## src/rtl/vtg_pkg.sv

```systemverilog
// rtl/vtg_pkg.sv - shared timing defaults and types for the raster timing generator
// Purpose: default raster geometry (384x264 Konami CRTC compatible), window selector enum
//          and a bundle of the range/window values used by konami_vtiming_gen.
package vtg_pkg;

  localparam int VTG_H_FIRST = 128;
  localparam int VTG_H_LAST  = 511;
  localparam int VTG_V_FIRST = 248;
  localparam int VTG_V_LAST  = 511;
  localparam int VTG_H_HALF  = 320;
  localparam int VTG_HBL_SET = 128;
  localparam int VTG_HBL_CLR = 256;
  localparam int VTG_HS_SET  = 176;
  localparam int VTG_HS_CLR  = 208;
  localparam int VTG_VBL_SET = 496;
  localparam int VTG_VBL_CLR = 272;
  localparam int VTG_VS_SET  = 248;
  localparam int VTG_VS_CLR  = 256;

  // Index of each window flag inside the generator's flag vector.
  typedef enum logic [1:0] {
    WIN_HBL,
    WIN_HS,
    WIN_VBL,
    WIN_VS
  } win_sel_e;

  // Line/frame end counts plus the eight window edges.
  typedef struct packed {
    int h_last;
    int v_last;
    int hbl_set;
    int hbl_clr;
    int hs_set;
    int hs_clr;
    int vbl_set;
    int vbl_clr;
    int vs_set;
    int vs_clr;
  } vtg_cfg_t;

endpackage

```

## src/rtl/vtg_window.sv

```systemverilog
// rtl/vtg_window.sv - set/reset window flag driven by a counter compare
// Purpose: active-low flag that falls on the step after cnt_i==SET and rises on the step
//          after cnt_i==CLR. CLR is checked first, so SET==CLR never asserts the flag.
// Ports:   clk_i, rst_i (sync active-high), step_i (advance enable),
//          cnt_i [W-1:0] (counter value compared), flag_n_o (window flag, active-low).
module vtg_window #(
  parameter int   W       = 9,
  parameter int   SET     = 0,
  parameter int   CLR     = 0,
  parameter logic RST_VAL = 1'b1
) (
  input  logic         clk_i,
  input  logic         rst_i,
  input  logic         step_i,
  input  logic [W-1:0] cnt_i,
  output logic         flag_n_o
);

  localparam logic [W-1:0] SET_V = W'(SET);
  localparam logic [W-1:0] CLR_V = W'(CLR);

  logic flag_q, flag_d;

  always_comb begin
    flag_d = flag_q;
    if (step_i) begin
      if (cnt_i == CLR_V) begin
        flag_d = 1'b1;
      end else if (cnt_i == SET_V) begin
        flag_d = 1'b0;
      end
    end
  end

  always_ff @(posedge clk_i) begin
    if (rst_i) begin
      flag_q <= RST_VAL;
    end else begin
      flag_q <= flag_d;
    end
  end

  assign flag_n_o = flag_q;

endmodule

```

## src/rtl/konami_vtiming_gen.sv

```systemverilog
// rtl/konami_vtiming_gen.sv - programmable raster timing generator with interlace and flip
// Purpose: H/V raster counters, blank/sync windows, field parity and line/frame strobes.
// Ports:   i_EMU_MCLK master clock; i_MRST sync active-high reset; i_EMU_CLK6MPCEN_n pixel
//          enable (active-low); i_HFLIP/i_VFLIP flip selects; i_INTER interlace request;
//          o_ABS_H/o_ABS_V raw counters; o_FLIP_H/o_FLIP_V flippable counter LSBs;
//          o_HBLANK_n/o_VBLANK_n/o_HSYNC_n/o_VSYNC_n/o_CSYNC_n; o_FRAMEPARITY;
//          o_LINE_STB/o_FRAME_STB wrap strobes.
// Option:  VTG_RASTER_IRQ_EN adds i_IRQ_LINE, i_IRQ_ENA and o_IRQ_n (raster line interrupt).
module konami_vtiming_gen
  import vtg_pkg::*;
#(
  parameter int H_BITS    = 9,
  parameter int V_BITS    = 9,
  parameter int FLIP_BITS = 8,
  parameter int H_FIRST   = VTG_H_FIRST,
  parameter int H_LAST    = VTG_H_LAST,
  parameter int V_FIRST   = VTG_V_FIRST,
  parameter int V_LAST    = VTG_V_LAST,
  parameter int H_HALF    = VTG_H_HALF,
  parameter int HBL_SET   = VTG_HBL_SET,
  parameter int HBL_CLR   = VTG_HBL_CLR,
  parameter int HS_SET    = VTG_HS_SET,
  parameter int HS_CLR    = VTG_HS_CLR,
  parameter int VBL_SET   = VTG_VBL_SET,
  parameter int VBL_CLR   = VTG_VBL_CLR,
  parameter int VS_SET    = VTG_VS_SET,
  parameter int VS_CLR    = VTG_VS_CLR
) (
  input  logic                 i_EMU_MCLK,
  input  logic                 i_MRST,
  input  logic                 i_EMU_CLK6MPCEN_n,
  input  logic                 i_HFLIP,
  input  logic                 i_VFLIP,
  input  logic                 i_INTER,
`ifdef VTG_RASTER_IRQ_EN
  input  logic [V_BITS-1:0]    i_IRQ_LINE,
  input  logic                 i_IRQ_ENA,
  output logic                 o_IRQ_n,
`endif
  output logic [H_BITS-1:0]    o_ABS_H,
  output logic [V_BITS-1:0]    o_ABS_V,
  output logic [FLIP_BITS-1:0] o_FLIP_H,
  output logic [FLIP_BITS-1:0] o_FLIP_V,
  output logic                 o_HBLANK_n,
  output logic                 o_VBLANK_n,
  output logic                 o_HSYNC_n,
  output logic                 o_VSYNC_n,
  output logic                 o_CSYNC_n,
  output logic                 o_FRAMEPARITY,
  output logic                 o_LINE_STB,
  output logic                 o_FRAME_STB
);

  localparam vtg_cfg_t CFG = '{
    h_last: H_LAST, v_last: V_LAST,
    hbl_set: HBL_SET, hbl_clr: HBL_CLR, hs_set: HS_SET, hs_clr: HS_CLR,
    vbl_set: VBL_SET, vbl_clr: VBL_CLR, vs_set: VS_SET, vs_clr: VS_CLR
  };

  localparam logic [H_BITS-1:0] H_FIRST_V = H_BITS'(H_FIRST);
  localparam logic [H_BITS-1:0] H_LAST_V  = H_BITS'(CFG.h_last);
  localparam logic [H_BITS-1:0] H_HALF_V  = H_BITS'(H_HALF);
  localparam logic [V_BITS-1:0] V_FIRST_V = V_BITS'(V_FIRST);
  localparam logic [V_BITS-1:0] V_LAST_V  = V_BITS'(CFG.v_last);

  // The odd field's extra line is V_LAST+1 taken modulo 2**V_BITS, so with
  // V_LAST at the top code the extra line is count 0.
  if (CFG.v_last + 1 > 2**V_BITS) begin : g_bad_v_last
    $error("konami_vtiming_gen: V_LAST+1 exceeds the V counter range");
  end
  if (FLIP_BITS > H_BITS || FLIP_BITS > V_BITS) begin : g_bad_flip
    $error("konami_vtiming_gen: FLIP_BITS wider than a counter");
  end

  logic                pcen;
  logic [H_BITS-1:0]   h_q, h_d;
  logic [V_BITS-1:0]   v_q, v_d, v_last, v_step, vs_cnt;
  logic                parity_q, parity_d, inter_q, inter_d;
  logic                line_stb_q, line_stb_d, frame_stb_q, frame_stb_d;
  logic                odd_field, h_wrap, v_wrap, vbl_step, vs_step;
  logic [3:0]          win_n;

  assign pcen = ~i_EMU_CLK6MPCEN_n;

  always_comb begin
    odd_field   = inter_q & parity_q;
    v_last      = V_LAST_V + V_BITS'(odd_field);
    h_wrap      = (h_q == H_LAST_V);
    v_wrap      = h_wrap && (v_q == v_last);
    // v_step is the V value this pcen would load; V windows compare against it.
    v_step      = v_q;
    if (h_wrap) begin
      v_step = (v_q == v_last) ? V_FIRST_V : v_q + V_BITS'(1);
    end
    h_d         = h_q;
    v_d         = v_q;
    parity_d    = parity_q;
    inter_d     = inter_q;
    line_stb_d  = pcen & h_wrap;
    frame_stb_d = pcen & v_wrap;
    if (pcen) begin
      h_d = h_wrap ? H_FIRST_V : h_q + H_BITS'(1);
      v_d = v_step;
      if (v_wrap) begin
        parity_d = inter_q ? ~parity_q : 1'b0;
        inter_d  = i_INTER;
      end
    end
    // Odd interlaced field: VSYNC edges move half a line later, on the current line.
    vbl_step = pcen & h_wrap;
    vs_step  = pcen & (odd_field ? (h_q == H_HALF_V) : h_wrap);
    vs_cnt   = odd_field ? v_q : v_step;
  end

  always_ff @(posedge i_EMU_MCLK) begin
    if (i_MRST) begin
      h_q         <= H_FIRST_V;
      v_q         <= V_FIRST_V;
      parity_q    <= 1'b0;
      inter_q     <= 1'b0;
      line_stb_q  <= 1'b0;
      frame_stb_q <= 1'b0;
    end else begin
      h_q         <= h_d;
      v_q         <= v_d;
      parity_q    <= parity_d;
      inter_q     <= inter_d;
      line_stb_q  <= line_stb_d;
      frame_stb_q <= frame_stb_d;
    end
  end

  vtg_window #(.W(H_BITS), .SET(CFG.hbl_set), .CLR(CFG.hbl_clr), .RST_VAL(1'b0)) u_hbl (
    .clk_i(i_EMU_MCLK), .rst_i(i_MRST), .step_i(pcen), .cnt_i(h_q), .flag_n_o(win_n[WIN_HBL])
  );
  vtg_window #(.W(H_BITS), .SET(CFG.hs_set), .CLR(CFG.hs_clr), .RST_VAL(1'b1)) u_hs (
    .clk_i(i_EMU_MCLK), .rst_i(i_MRST), .step_i(pcen), .cnt_i(h_q), .flag_n_o(win_n[WIN_HS])
  );
  vtg_window #(.W(V_BITS), .SET(CFG.vbl_set), .CLR(CFG.vbl_clr), .RST_VAL(1'b0)) u_vbl (
    .clk_i(i_EMU_MCLK), .rst_i(i_MRST), .step_i(vbl_step), .cnt_i(v_step), .flag_n_o(win_n[WIN_VBL])
  );
  vtg_window #(.W(V_BITS), .SET(CFG.vs_set), .CLR(CFG.vs_clr), .RST_VAL(1'b1)) u_vs (
    .clk_i(i_EMU_MCLK), .rst_i(i_MRST), .step_i(vs_step), .cnt_i(vs_cnt), .flag_n_o(win_n[WIN_VS])
  );

`ifdef VTG_RASTER_IRQ_EN
  logic irq_q, irq_d;

  // Compare against the post-wrap V so the IRQ lands at the end of the line before i_IRQ_LINE.
  always_comb begin
    irq_d = irq_q;
    if (!i_IRQ_ENA) begin
      irq_d = 1'b1;
    end else if (pcen && h_wrap && (v_step == i_IRQ_LINE)) begin
      irq_d = 1'b0;
    end
  end

  always_ff @(posedge i_EMU_MCLK) begin
    if (i_MRST) begin
      irq_q <= 1'b1;
    end else begin
      irq_q <= irq_d;
    end
  end

  assign o_IRQ_n = irq_q;
`endif

  assign o_ABS_H       = h_q;
  assign o_ABS_V       = v_q;
  assign o_FLIP_H      = h_q[FLIP_BITS-1:0] ^ {FLIP_BITS{i_HFLIP}};
  assign o_FLIP_V      = v_q[FLIP_BITS-1:0] ^ {FLIP_BITS{i_VFLIP}};
  assign o_HBLANK_n    = win_n[WIN_HBL];
  assign o_HSYNC_n     = win_n[WIN_HS];
  assign o_VBLANK_n    = win_n[WIN_VBL];
  assign o_VSYNC_n     = win_n[WIN_VS];
  assign o_CSYNC_n     = ~(win_n[WIN_HS] ^ win_n[WIN_VS]);
  assign o_FRAMEPARITY = parity_q;
  assign o_LINE_STB    = line_stb_q;
  assign o_FRAME_STB   = frame_stb_q;

endmodule
```

## config.mk

```make
export PLATFORM = sky130hd
export DESIGN_NAME = konami_vtiming_gen
export DESIGN_NICKNAME = d
export VERILOG_FILES = /design/src/rtl/vtg_pkg.sv /design/src/rtl/vtg_window.sv /design/src/rtl/konami_vtiming_gen.sv
export SDC_FILE = /design/constraint.sdc
export NUM_CORES = 1
export LEC_CHECK = 0
export CORE_AREA = 10 10 77 79
export CTS_CLUSTER_SIZE = 8
export DETAILED_ROUTE_END_ITERATION = 16
export DIE_AREA = 0 0 87 89
export PLACE_DENSITY = 0.75
export SKIP_LAST_GASP = 1
export SLEW_MARGIN = 10
export SYNTH_ARGS = -nofsm -noshare
export SYNTH_HDL_FRONTEND = slang
export SYNTH_HIERARCHICAL = 1
export SYNTH_SLANG_ARGS = --single-unit
export TNS_END_PERCENT = 20
```

## constraint.sdc

```tcl
create_clock -name i_EMU_MCLK -period 3 [get_ports i_EMU_MCLK]
set_input_delay 0.9 -clock i_EMU_MCLK [delete_from_list [all_inputs] [get_ports i_EMU_MCLK]]
set_output_delay 0.9 -clock i_EMU_MCLK [all_outputs]
set_load 0.005 [all_outputs]
```

==> run_summary.xml, run 1 <==
<?xml version="1.0" encoding="UTF-8"?>
<metrics>
  <group name="logic_synthesis">
    <metric name="post-synth-top-area-fraction" unit="">0.266</metric>
    <metric name="synth_xor_area_frac" unit="">0.139</metric>
    <metric name="ys_seq_elements" unit="">26</metric>
    <metric name="synth.net_count" unit="">263</metric>
    <metric name="yosys.area.top_type" unit="">dfxtp_1</metric>
    <metric name="top_flip_flop_cell_by_instance_count_after_synthesis" unit="">dfxtp_1</metric>
    <metric name="synth_fa_ha_area_frac" unit="">0.0256</metric>
    <metric name="multiplexer_fraction_of_the_synthesized_cell_area" unit="">0.0154</metric>
    <metric name="post_synth_instance_area" unit="µm²">1960</metric>
    <metric name="synthesis.yosys.warnings" unit="">6</metric>
    <metric name="seq_area_frac_synth" unit="">0.266</metric>
    <metric name="synth_enable_flop_cells" unit="">0</metric>
    <metric name="synth.area.top_cells" unit="">dfxtp_1 27%, xor2_1 10%, nand2_1 5.8%, xnor2_1 3.6%, nor2_1 3.5%</metric>
    <metric name="synthesis.instances" unit="">253</metric>
    <metric name="syn_area_per_cell" unit="µm²">7.73</metric>
    <metric name="asyncSetResetFlopFracSynth" unit="">0</metric>
    <metric name="synth_top_family_by_area" unit="">simple AND/OR/NAND/NOR gates</metric>
    <metric name="cell_variety_after_synth" unit="">52</metric>
    <metric name="post_synth_and_or_nand_nor_area_fraction" unit="">0.299</metric>
    <metric name="area_fraction_in_compound_gates_after_synthesis" unit="">0.184</metric>
  </group>
  <group name="run_status">
    <metric name="status" unit="">finished, violations left</metric>
    <metric name="violations_in_the_final_reports" unit="">setup timing</metric>
  </group>
  <group name="power">
    <metric name="power.share.switching" unit="">0.223</metric>
    <metric name="power.combinational.fraction" unit="">0.145</metric>
    <metric name="vdd.ir_drop.worst" unit="mV">0.203</metric>
    <metric name="p_clk_frac" unit="">0.392</metric>
    <metric name="cellLeakagePower" unit="nW">1.09</metric>
    <metric name="finalPower" unit="mW">0.761</metric>
    <metric name="power_density" unit="nW/µm²">278</metric>
    <metric name="share_seq_of_total_power" unit="">0.463</metric>
    <metric name="switching_power" unit="mW">0.169</metric>
    <metric name="power_report.internal_total" unit="mW">0.592</metric>
  </group>
  <group name="global_routing">
    <metric name="initial_antenna_violation_count" unit="">0</metric>
    <metric name="grt.total_usage" unit="">0.144</metric>
    <metric name="grt.overflow.total" unit="">0</metric>
    <metric name="first_pass_grt_wire_length" unit="µm">9180</metric>
    <metric name="grt_pass1_vias" unit="">1885</metric>
    <metric name="grt_start_max_net_pins" unit="">16</metric>
  </group>
  <group name="setup_path">
    <metric name="worst_ep_arrival_time" unit="ns">2.21</metric>
    <metric name="worst_path_max_delay_cell" unit="">clkdlybuf4s50_1</metric>
    <metric name="path_max_fanout" unit="">8</metric>
    <metric name="start_kind" unit="">input port</metric>
    <metric name="critical_path_class" unit="">input port to primary output</metric>
    <metric name="critPathCaptureType" unit="">primary output</metric>
    <metric name="critical-path-max-stage-delay" unit="ns">0.53</metric>
    <metric name="critical_path.cell_chain" unit="">clkdlybuf4s50_1 &gt; buf_12 &gt; xor2_1 &gt; clkdlybuf4s50_1</metric>
    <metric name="critical-path-top-cell-by-count" unit="">clkdlybuf4s50_1</metric>
    <metric name="required" unit="ns">2.10</metric>
    <metric name="cp.buffers_inverters" unit="">3</metric>
    <metric name="cell_family_contributing_the_most_delay_on_the_critical_path" unit="">buffers and inverters</metric>
  </group>
  <group name="final_layout">
    <metric name="design_area" unit="µm²">2730</metric>
    <metric name="diodes_inserted" unit="">0</metric>
    <metric name="number_of_cells_in_the_finished_layout_apart_from_fillers" unit="">371</metric>
    <metric name="register_area" unit="µm²">520</metric>
    <metric name="layout-drive-gt1-share" unit="">0.151</metric>
    <metric name="most-common-layout-cells" unit="">42 x clkdlybuf4s50_1, 30 x nand2_1, 30 x buf_4, 26 x dfxtp_1, 23 x xor2_1</metric>
    <metric name="final_nets" unit="">328</metric>
    <metric name="layout_commonest_cell" unit="">clkdlybuf4s50_1</metric>
    <metric name="finish.utilization" unit="">0.603</metric>
    <metric name="multiInputGateArea" unit="µm²">1300</metric>
    <metric name="fill_cells" unit="">407</metric>
    <metric name="area_growth" unit="%">39.8</metric>
  </group>
  <group name="place">
    <metric name="pre_cts_ws" unit="ns">-0.136</metric>
    <metric name="placement.io_buffers" unit="">47</metric>
    <metric name="dp.cells" unit="">367</metric>
    <metric name="place.gp.congestion" unit="">0.934</metric>
    <metric name="post-dp-hpwl" unit="µm">4410</metric>
    <metric name="place_area" unit="µm²">2660</metric>
  </group>
  <group name="cts">
    <metric name="clock-sinks" unit="">26</metric>
    <metric name="cts_inserted_buffers" unit="">3</metric>
    <metric name="cts_hold_buffers" unit="">0</metric>
    <metric name="tritoncts" unit="">done</metric>
    <metric name="cts.clk_slew.worst_paths" unit="ns">0.10</metric>
    <metric name="maximum_level_of_the_cts_h_tree" unit="">1</metric>
    <metric name="ctsLongestPathBuffers" unit="">2</metric>
    <metric name="ctsRootBufferMaster" unit="">clkbuf_8</metric>
    <metric name="clk-insertion-delay-late" unit="ns">0.28</metric>
  </group>
  <group name="floorplan">
    <metric name="pin_count" unit="">48</metric>
    <metric name="fp.dieArea" unit="µm²">7740</metric>
    <metric name="number_of_core_rows" unit="">25</metric>
    <metric name="initial_core_utilization" unit="">0.431</metric>
    <metric name="die_y" unit="µm">89</metric>
    <metric name="coreArea" unit="µm²">4540</metric>
    <metric name="fp.dieW" unit="µm">87</metric>
  </group>
  <group name="detailed_routing">
    <metric name="remaining_drc_errors" unit="">0</metric>
    <metric name="post_detailed_routing_wire_length" unit="µm">5590</metric>
    <metric name="detail_route.first_pass.iterations" unit="">4</metric>
    <metric name="via_per_inst" unit="">5.49</metric>
    <metric name="num_vias" unit="">2037</metric>
    <metric name="drt-initial-drc-count" unit="">76</metric>
    <metric name="final_antenna_net_count" unit="">0</metric>
    <metric name="wire_per_inst" unit="µm">15.1</metric>
  </group>
  <group name="timing">
    <metric name="finalWorstSetupSlack" unit="ns">-0.109</metric>
    <metric name="report.final.setup_viol" unit="">11</metric>
    <metric name="fin_setup_tns" unit="ns">-1.03</metric>
    <metric name="final.setup_skew" unit="ns">0.00926</metric>
    <metric name="hold_viol_final" unit="">0</metric>
    <metric name="slew_headroom" unit="">0.616</metric>
    <metric name="rsz0062_at_grt" unit="">yes</metric>
    <metric name="worst-slew-pin-transition" unit="ns">0.575</metric>
    <metric name="whs" unit="ns">0.515</metric>
    <metric name="final.period_utilization" unit="">1.04</metric>
    <metric name="finalMaxSlewViolations" unit="">0</metric>
    <metric name="fmax" unit="MHz">322</metric>
    <metric name="period_needed" unit="ns">3.11</metric>
  </group>
  <group name="run">
    <metric name="maxCapViolations" unit="">0</metric>
  </group>
  <group name="hold_path">
    <metric name="hold_path_class" unit="">register to register</metric>
  </group>
</metrics>
==> synthesized netlist by cell type, types with 3 or more instances <==
master	n
a21oi_1	12
a31oi_1	4
and3_1	3
clkbuf_1	15
dfxtp_1	26
ha_1	4
inv_1	15
mux2i_1	3
nand2_1	30
nand2b_1	3
nand3_1	13
nand4_1	4
nor2_1	18
nor2b_1	3
nor3_1	6
nor4b_2	3
o21ai_0	11
o22a_1	4
or4b_1	3
xnor2_1	8
xor2_1	23
==> kinds of logic after synthesis <==
logic type	count (synthesis)
and+or+nand+nor	105
AOI/OAI and AO/OA	50
buffers and inverters	34
xor gates and xnor gates	31
DFF	26
adders and majority gates	4
muxes	3
==> sequential cells by signal (all words and copies together), names as in the netlist <==
name	flops
inter_q	1
o_ABS_H	9
u_vs/flag_n_o	1
o_ABS_V	9
u_hs/flag_n_o	1
o_FRAMEPARITY	1
o_LINE_STB	1
u_hbl/flag_n_o	1
u_vbl/flag_n_o	1
o_FRAME_STB	1
==> metal layers <==
layer  wire length [µm]  vias to the layer above  track usage  share of wire
li1                   -                     1016            -              -
met1               2350                      960        0.164           0.42
met2               2840                       52        0.255           0.51
met3                316                        9       0.0383          0.057
met4                 89                        0       0.0442          0.016
met5                  0                        -            0              0
==> worst reg2reg max path, cell delays in order (launching register included) <==
cell,delay [ns]
dfxtp_1,0.40
and2_1,0.35
nor3_1,0.14
o2111ai_1,0.51
nand2_1,0.28
o22a_1,0.27
or4b_1,0.53
nor3_2,0.11
a221o_1,0.15
==> area by class of cell <==
type	instances	share of cell area
flip-flops and latches	26	0.190
multi-input cells	193	0.474
clock inverters	1	0.0110
inverters	16	0.0224
well taps	54	0.0247
repair buffers	78	0.262
clock buffers	3	0.0151
==> power by group through the flow <==
stage	Combinational [mW]	Clock, mW	Sequential [mW]
after floorplan	0.0400	0	0.364
after detailed placement	0.114	0	0.360
final	0.111	0.299	0.352
after global placement	0.111	0	0.360
after CTS	0.113	0.305	0.352
after global routing	0.122	0.321	0.353
==> worst paths after layout <==
check	start	end	slack, ns	cells after the start
worst min-delay path	u_hbl/flag_n_o	u_hbl/flag_n_o	0.52	2
worst max-delay path	i_HFLIP	o_FLIP_H[5]	-0.11	4
worst min register to register	u_hbl/flag_n_o	u_hbl/flag_n_o	0.52	2
worst max register to register	o_FRAMEPARITY	u_vs/flag_n_o	0.22	8
==> timing repair <==
action	CTS	global route
gates resized for setup	3	2
pin swaps	0	0
setup endpoints to repair	16	14
buffers inserted	0	0
(Power assumes the default switching activity.)
==> run 2: changes to the inputs <==
--- a/config.mk
+++ b/config.mk
@@ -9,7 +9,8 @@
 export CTS_CLUSTER_SIZE = 8
 export DETAILED_ROUTE_END_ITERATION = 16
 export DIE_AREA = 0 0 87 89
-export PLACE_DENSITY = 0.75
+export DONT_BUFFER_PORTS = 1
+export PLACE_DENSITY = 0.61
 export SKIP_LAST_GASP = 1
 export SLEW_MARGIN = 10
 export SYNTH_ARGS = -nofsm -noshare
==> run_summary.xml, run 2 (same netlist as run 1, synthesis figures left out) <==
<?xml version="1.0" encoding="UTF-8"?>
<metrics>
  <group name="floorplan">
    <metric name="number_of_core_rows" unit="">25</metric>
    <metric name="initial_core_utilization" unit="">0.431</metric>
    <metric name="fp.dieArea" unit="µm²">7740</metric>
    <metric name="pin_count" unit="">48</metric>
    <metric name="die_y" unit="µm">89</metric>
    <metric name="coreArea" unit="µm²">4540</metric>
    <metric name="fp.dieW" unit="µm">87</metric>
  </group>
  <group name="timing">
    <metric name="fin_setup_tns" unit="ns">0</metric>
    <metric name="final.setup_skew" unit="ns">0.00720</metric>
    <metric name="report.final.setup_viol" unit="">0</metric>
    <metric name="finalMaxSlewViolations" unit="">0</metric>
    <metric name="fmax" unit="MHz">361</metric>
    <metric name="rsz0062_at_grt" unit="">no</metric>
    <metric name="period_needed" unit="ns">2.77</metric>
    <metric name="final.period_utilization" unit="">0.922</metric>
    <metric name="hold_viol_final" unit="">0</metric>
    <metric name="worst-slew-pin-transition" unit="ns">0.502</metric>
    <metric name="slew_headroom" unit="">0.663</metric>
  </group>
  <group name="place">
    <metric name="place.gp.congestion" unit="">0.856</metric>
    <metric name="placement.io_buffers" unit="">0</metric>
    <metric name="dp.cells" unit="">309</metric>
    <metric name="post-dp-hpwl" unit="µm">3980</metric>
  </group>
  <group name="setup_path">
    <metric name="critical_path_class" unit="">register to register</metric>
    <metric name="critPathCaptureType" unit="">register</metric>
    <metric name="required" unit="ns">3.17</metric>
    <metric name="worst_ep_arrival_time" unit="ns">2.94</metric>
    <metric name="start_kind" unit="">register</metric>
    <metric name="path_max_fanout" unit="">5</metric>
  </group>
  <group name="final_layout">
    <metric name="area_growth" unit="%">11.1</metric>
    <metric name="layout_commonest_cell" unit="">nand2_1</metric>
    <metric name="final_nets" unit="">270</metric>
    <metric name="layout-drive-gt1-share" unit="">0.151</metric>
    <metric name="diodes_inserted" unit="">0</metric>
    <metric name="number_of_cells_in_the_finished_layout_apart_from_fillers" unit="">313</metric>
    <metric name="most-common-layout-cells" unit="">30 x nand2_1, 26 x dfxtp_1, 23 x xor2_1, 20 x buf_4, 17 x nor2_1</metric>
  </group>
  <group name="global_routing">
    <metric name="first_pass_grt_wire_length" unit="µm">8450</metric>
    <metric name="grt.overflow.total" unit="">0</metric>
    <metric name="initial_antenna_violation_count" unit="">0</metric>
    <metric name="grt_start_max_net_pins" unit="">19</metric>
    <metric name="grt_pass1_vias" unit="">1677</metric>
    <metric name="grt.total_usage" unit="">0.133</metric>
  </group>
  <group name="detailed_routing">
    <metric name="num_vias" unit="">1776</metric>
    <metric name="via_per_inst" unit="">5.67</metric>
    <metric name="remaining_drc_errors" unit="">0</metric>
    <metric name="final_antenna_net_count" unit="">0</metric>
    <metric name="post_detailed_routing_wire_length" unit="µm">5170</metric>
    <metric name="detail_route.first_pass.iterations" unit="">4</metric>
    <metric name="wire_per_inst" unit="µm">16.5</metric>
    <metric name="drt-initial-drc-count" unit="">108</metric>
  </group>
  <group name="cts">
    <metric name="cts.clk_slew.worst_paths" unit="ns">0.10</metric>
    <metric name="clk-insertion-delay-late" unit="ns">0.28</metric>
    <metric name="cts_hold_buffers" unit="">0</metric>
    <metric name="ctsLongestPathBuffers" unit="">2</metric>
    <metric name="maximum_level_of_the_cts_h_tree" unit="">1</metric>
    <metric name="ctsRootBufferMaster" unit="">clkbuf_8</metric>
    <metric name="clock-sinks" unit="">26</metric>
    <metric name="tritoncts" unit="">done</metric>
    <metric name="cts_inserted_buffers" unit="">3</metric>
    <metric name="postCtsSetupBuffers" unit="">0</metric>
  </group>
  <group name="run_status">
    <metric name="status" unit="">complete, no violations</metric>
  </group>
  <group name="hold_path">
    <metric name="hold_path_class" unit="">register to register</metric>
  </group>
  <group name="power">
    <metric name="cellLeakagePower" unit="nW">0.824</metric>
    <metric name="vdd.ir_drop.worst" unit="mV">0.145</metric>
    <metric name="power_density" unit="nW/µm²">323</metric>
  </group>
  <group name="run">
    <metric name="maxCapViolations" unit="">0</metric>
  </group>
</metrics>
run 2: cell count changes in the layout (fill, tap and decap cells not counted), sizes merged:
cell	previous run	this run
clkdlybuf4s50	42	0
buf	31	20
dlygate4sd2	3	0
dlymetal6s2s	2	0
run 2: metrics by stage:
step                utilization  area [µm²]  hold slack, ns  worst slack [ns]  power (mW)
detailed placement        0.462        2100           0.516             0.270       0.412
global placement          0.462        2100           0.503             0.315       0.411
CTS                       0.478        2170           0.529             0.243       0.712
finish                    0.479        2170           0.525             0.233       0.701
floorplan                     -        1960           0.478             0.179       0.404
global route              0.479        2170           0.575           0.00370       0.729
run 2: final cells by class:
class                           instances  area [µm²]
Fill cell                             455        2360
Multi-Input combinational cell        193        1300
Sequential cell                        26         520
Timing Repair Buffer                   20         150
Tap cell                               54        67.6
Inverter                               16        61.3
Clock buffer                            3        41.3
Clock inverter                          1        30.0
run 2: path summary, 6_finish.rpt:
check / startpoint / endpoint / slack (ns) / depth (start not counted)
max: o_ABS_H[4] / u_vs/flag_n_o / 0.23 / 12
min: inter_q / inter_q / 0.52 / 2
max reg2reg: o_ABS_H[4] / u_vs/flag_n_o / 0.23 / 12
min reg2reg: inter_q / inter_q / 0.52 / 2
run 2: critical path, cell delays in order, from the launching register on:
cell	delay, ns
dfxtp_1	0.34
and3_1	0.20
nand3_1	0.10
nor2_1	0.12
ha_2	0.23
and4_1	0.27
nand3_1	0.19
or2_2	0.33
a21oi_1	0.14
o22a_1	0.16
and4b_1	0.19
nand4_1	0.10
a221o_1	0.30
run 2: where the power goes:
group / internal, mW / switching, mW / total, mW
registers: 0.349 / 0.00329 / 0.352
clock network: 0.179 / 0.119 / 0.298
logic: 0.0226 / 0.0277 / 0.0503
run 2: what timing repair did:
| item | 4_1_cts | 5_1_grt |
|---|---|---|
| endpoints found under the setup margin | 0 | 1 |
| gates resized for setup | 0 | 2 |
| endpoints found under the hold margin | 0 | 0 |
run 2: routing by layer:
| metal | track usage | vias to the layer above | share of wire |
|---|---|---|---|
| met1 | 0.158 | 830 | 0.43 |
| met3 | 0.0419 | 2 | 0.074 |
| met5 | 0 | - | 0 |
| met4 | 0.0383 | 0 | 0.0050 |
| met2 | 0.222 | 44 | 0.49 |
| li1 | - | 900 | - |
==> run 3: changes to the inputs <==
--- a/config.mk
+++ b/config.mk
@@ -11,6 +11,7 @@
 export DIE_AREA = 0 0 87 89
 export DONT_BUFFER_PORTS = 1
 export PLACE_DENSITY = 0.61
+export SETUP_SLACK_MARGIN = 0.4
 export SKIP_LAST_GASP = 1
 export SLEW_MARGIN = 10
 export SYNTH_ARGS = -nofsm -noshare
==> run_summary.xml, run 3 (same netlist as run 1, synthesis figures left out) <==
<?xml version="1.0" encoding="UTF-8"?>
<metrics>
  <group name="floorplan">
    <metric name="fp.dieArea" unit="µm²">7740</metric>
    <metric name="coreArea" unit="µm²">4540</metric>
    <metric name="initial_core_utilization" unit="">0.431</metric>
    <metric name="fp.dieW" unit="µm">87</metric>
    <metric name="die_y" unit="µm">89</metric>
    <metric name="pin_count" unit="">48</metric>
    <metric name="number_of_core_rows" unit="">25</metric>
  </group>
  <group name="power">
    <metric name="power_density" unit="nW/µm²">303</metric>
    <metric name="finalPower" unit="mW">0.705</metric>
    <metric name="cellLeakagePower" unit="nW">0.876</metric>
    <metric name="vdd.ir_drop.worst" unit="mV">0.152</metric>
  </group>
  <group name="timing">
    <metric name="worst-slew-pin-transition" unit="ns">0.422</metric>
    <metric name="rsz0062_at_grt" unit="">yes</metric>
    <metric name="final.period_utilization" unit="">0.872</metric>
    <metric name="final.setup_skew" unit="ns">0.00951</metric>
    <metric name="period_needed" unit="ns">2.62</metric>
    <metric name="fin_setup_tns" unit="ns">0</metric>
    <metric name="report.final.setup_viol" unit="">0</metric>
    <metric name="finalWorstSetupSlack" unit="ns">0.384</metric>
    <metric name="hold_viol_final" unit="">0</metric>
    <metric name="fmax" unit="MHz">382</metric>
    <metric name="slew_headroom" unit="">0.719</metric>
    <metric name="finalMaxSlewViolations" unit="">0</metric>
  </group>
  <group name="setup_path">
    <metric name="start_kind" unit="">register</metric>
    <metric name="critical_path_class" unit="">register to register</metric>
    <metric name="critical-path-max-stage-delay" unit="ns">0.42</metric>
    <metric name="critical-path-top-cell-by-count" unit="">and3_4</metric>
    <metric name="path_max_fanout" unit="">8</metric>
    <metric name="reg_to_reg_end" unit="">u_vbl/flag_n_o</metric>
    <metric name="worst_ep_arrival_time" unit="ns">2.79</metric>
    <metric name="number_of_cell_instances_on_the_worst_register_to_register_path" unit="">11</metric>
    <metric name="cp-endpoint" unit="">u_vbl/flag_n_o</metric>
    <metric name="critical_path.startpoint" unit="">o_ABS_H[3]</metric>
    <metric name="critPathCaptureType" unit="">register</metric>
    <metric name="required" unit="ns">3.17</metric>
    <metric name="worst_path_max_delay_cell" unit="">dfxtp_4</metric>
    <metric name="r2r-start" unit="">o_ABS_H[3]</metric>
    <metric name="register_to_register_setup_slack" unit="ns">0.38</metric>
    <metric name="critical_path.cell_chain" unit="">and3_4 &gt; nand3_2 &gt; nor2_2 &gt; ha_2 &gt; and4_1 &gt; and3_4 &gt; nand4_1 &gt; a21boi_0 &gt; and4bb_1 &gt; a311oi_1 &gt; a31o_1</metric>
  </group>
  <group name="global_routing">
    <metric name="grt.total_usage" unit="">0.145</metric>
    <metric name="global_route_track_usage_on_met2" unit="">0.247</metric>
    <metric name="grt.busiest_layer" unit="">met2</metric>
    <metric name="initial_antenna_violation_count" unit="">0</metric>
    <metric name="grt_pass1_vias" unit="">1849</metric>
    <metric name="first_pass_grt_wire_length" unit="µm">9260</metric>
    <metric name="grt_util_met1" unit="">0.169</metric>
    <metric name="grt_start_max_net_pins" unit="">19</metric>
    <metric name="grt.overflow.total" unit="">0</metric>
    <metric name="use_met3" unit="">0.0346</metric>
  </group>
  <group name="cts">
    <metric name="cts_inserted_buffers" unit="">3</metric>
    <metric name="ctsRootBufferMaster" unit="">clkbuf_8</metric>
    <metric name="tritoncts" unit="">done</metric>
    <metric name="ctsLongestPathBuffers" unit="">2</metric>
    <metric name="maximum_level_of_the_cts_h_tree" unit="">1</metric>
    <metric name="cts.clk_slew.worst_paths" unit="ns">0.11</metric>
    <metric name="cts_hold_buffers" unit="">0</metric>
    <metric name="clk-insertion-delay-late" unit="ns">0.28</metric>
    <metric name="clock-sinks" unit="">26</metric>
  </group>
  <group name="place">
    <metric name="placement.io_buffers" unit="">0</metric>
    <metric name="dp.cells" unit="">307</metric>
    <metric name="place.gp.congestion" unit="">0.891</metric>
    <metric name="place_area" unit="µm²">2110</metric>
    <metric name="post-dp-hpwl" unit="µm">4120</metric>
    <metric name="pre_cts_ws" unit="ns">0.248</metric>
  </group>
  <group name="run">
    <metric name="maxCapViolations" unit="">0</metric>
  </group>
  <group name="detailed_routing">
    <metric name="num_vias" unit="">1897</metric>
    <metric name="drt-initial-drc-count" unit="">151</metric>
    <metric name="wire_per_inst" unit="µm">17.3</metric>
    <metric name="remaining_drc_errors" unit="">0</metric>
    <metric name="post_detailed_routing_wire_length" unit="µm">5580</metric>
    <metric name="via_per_inst" unit="">5.89</metric>
    <metric name="final_antenna_net_count" unit="">0</metric>
    <metric name="detail_route.first_pass.iterations" unit="">5</metric>
  </group>
  <group name="final_layout">
    <metric name="most-common-layout-cells" unit="">30 x nand2_1, 28 x buf_4, 23 x xor2_1, 20 x dfxtp_1, 16 x nor2_1</metric>
    <metric name="number_of_cells_in_the_finished_layout_apart_from_fillers" unit="">322</metric>
    <metric name="area_growth" unit="%">18.7</metric>
    <metric name="design_area" unit="µm²">2320</metric>
    <metric name="diodes_inserted" unit="">0</metric>
    <metric name="layout_commonest_cell" unit="">nand2_1</metric>
    <metric name="final_nets" unit="">279</metric>
    <metric name="fill_cells" unit="">424</metric>
    <metric name="layout-drive-gt1-share" unit="">0.243</metric>
  </group>
  <group name="hold_path">
    <metric name="hold_path_class" unit="">register to register</metric>
  </group>
  <group name="run_status">
    <metric name="status" unit="">complete, no violations</metric>
  </group>
</metrics>
run 3: area by class of cell:
type	instances	area (µm²)	share of cell area
Clock buffer	3	41.3	0.0178
Clock inverter	1	30.0	0.0129
Inverter	16	61.3	0.0264
Multi-Input combinational cell	193	1370	0.591
Sequential cell	26	536	0.231
Tap cell	54	67.6	0.0291
Timing Repair Buffer	29	214	0.0921
run 3: worst max-delay path: cells and delay by family, from the launching register on:
kind / cells / cell delay [ns]
fa+ha+maj: 1 / 0.20
compound gates: 3 / 0.63
flops: 1 / 0.42
simple gates: 7 / 1.24
run 3: what timing repair did:
action	4_1_cts	5_1_grt
pin swaps	5	12
resized for setup	5	9
cloned	0	0
setup endpoints to repair	2	2
setup buffers	3	8
run 3: how the worst min path moves through the flow:
stage / startpoint / endpoint / slack, ns / depth (start not counted)
floorplan: u_hbl/flag_n_o / u_hbl/flag_n_o / 0.48 / 2
global placement: inter_q / inter_q / 0.50 / 2
detailed placement: inter_q / inter_q / 0.51 / 2
CTS: inter_q / inter_q / 0.53 / 2
global route: inter_q / inter_q / 0.58 / 2
finish: inter_q / inter_q / 0.52 / 2
run 3: per-layer routing:
| layer | routed length [µm] | vias to the layer above |
|---|---|---|
| met4 | 101 | 0 |
| met2 | 2860 | 60 |
| li1 | - | 919 |
| met1 | 2240 | 909 |
| met3 | 382 | 9 |
| met5 | 0 | - |
run 3: metrics by stage:
step / util / hold WS (ns)
floorplan: - / 0.478
detailed placement: 0.466 / 0.515
finish: 0.512 / 0.520
CTS: 0.490 / 0.527
global route: 0.512 / 0.577
global placement: 0.466 / 0.498
run 3: power by group:
part	internal (mW)	switching [mW]	leakage (nW)	total [mW]
clock network	0.179	0.126	0.0357	0.304
registers	0.347	0.00376	0.212	0.351
logic	0.0224	0.0273	0.628	0.0497
total	0.548	0.157	0.876	0.705
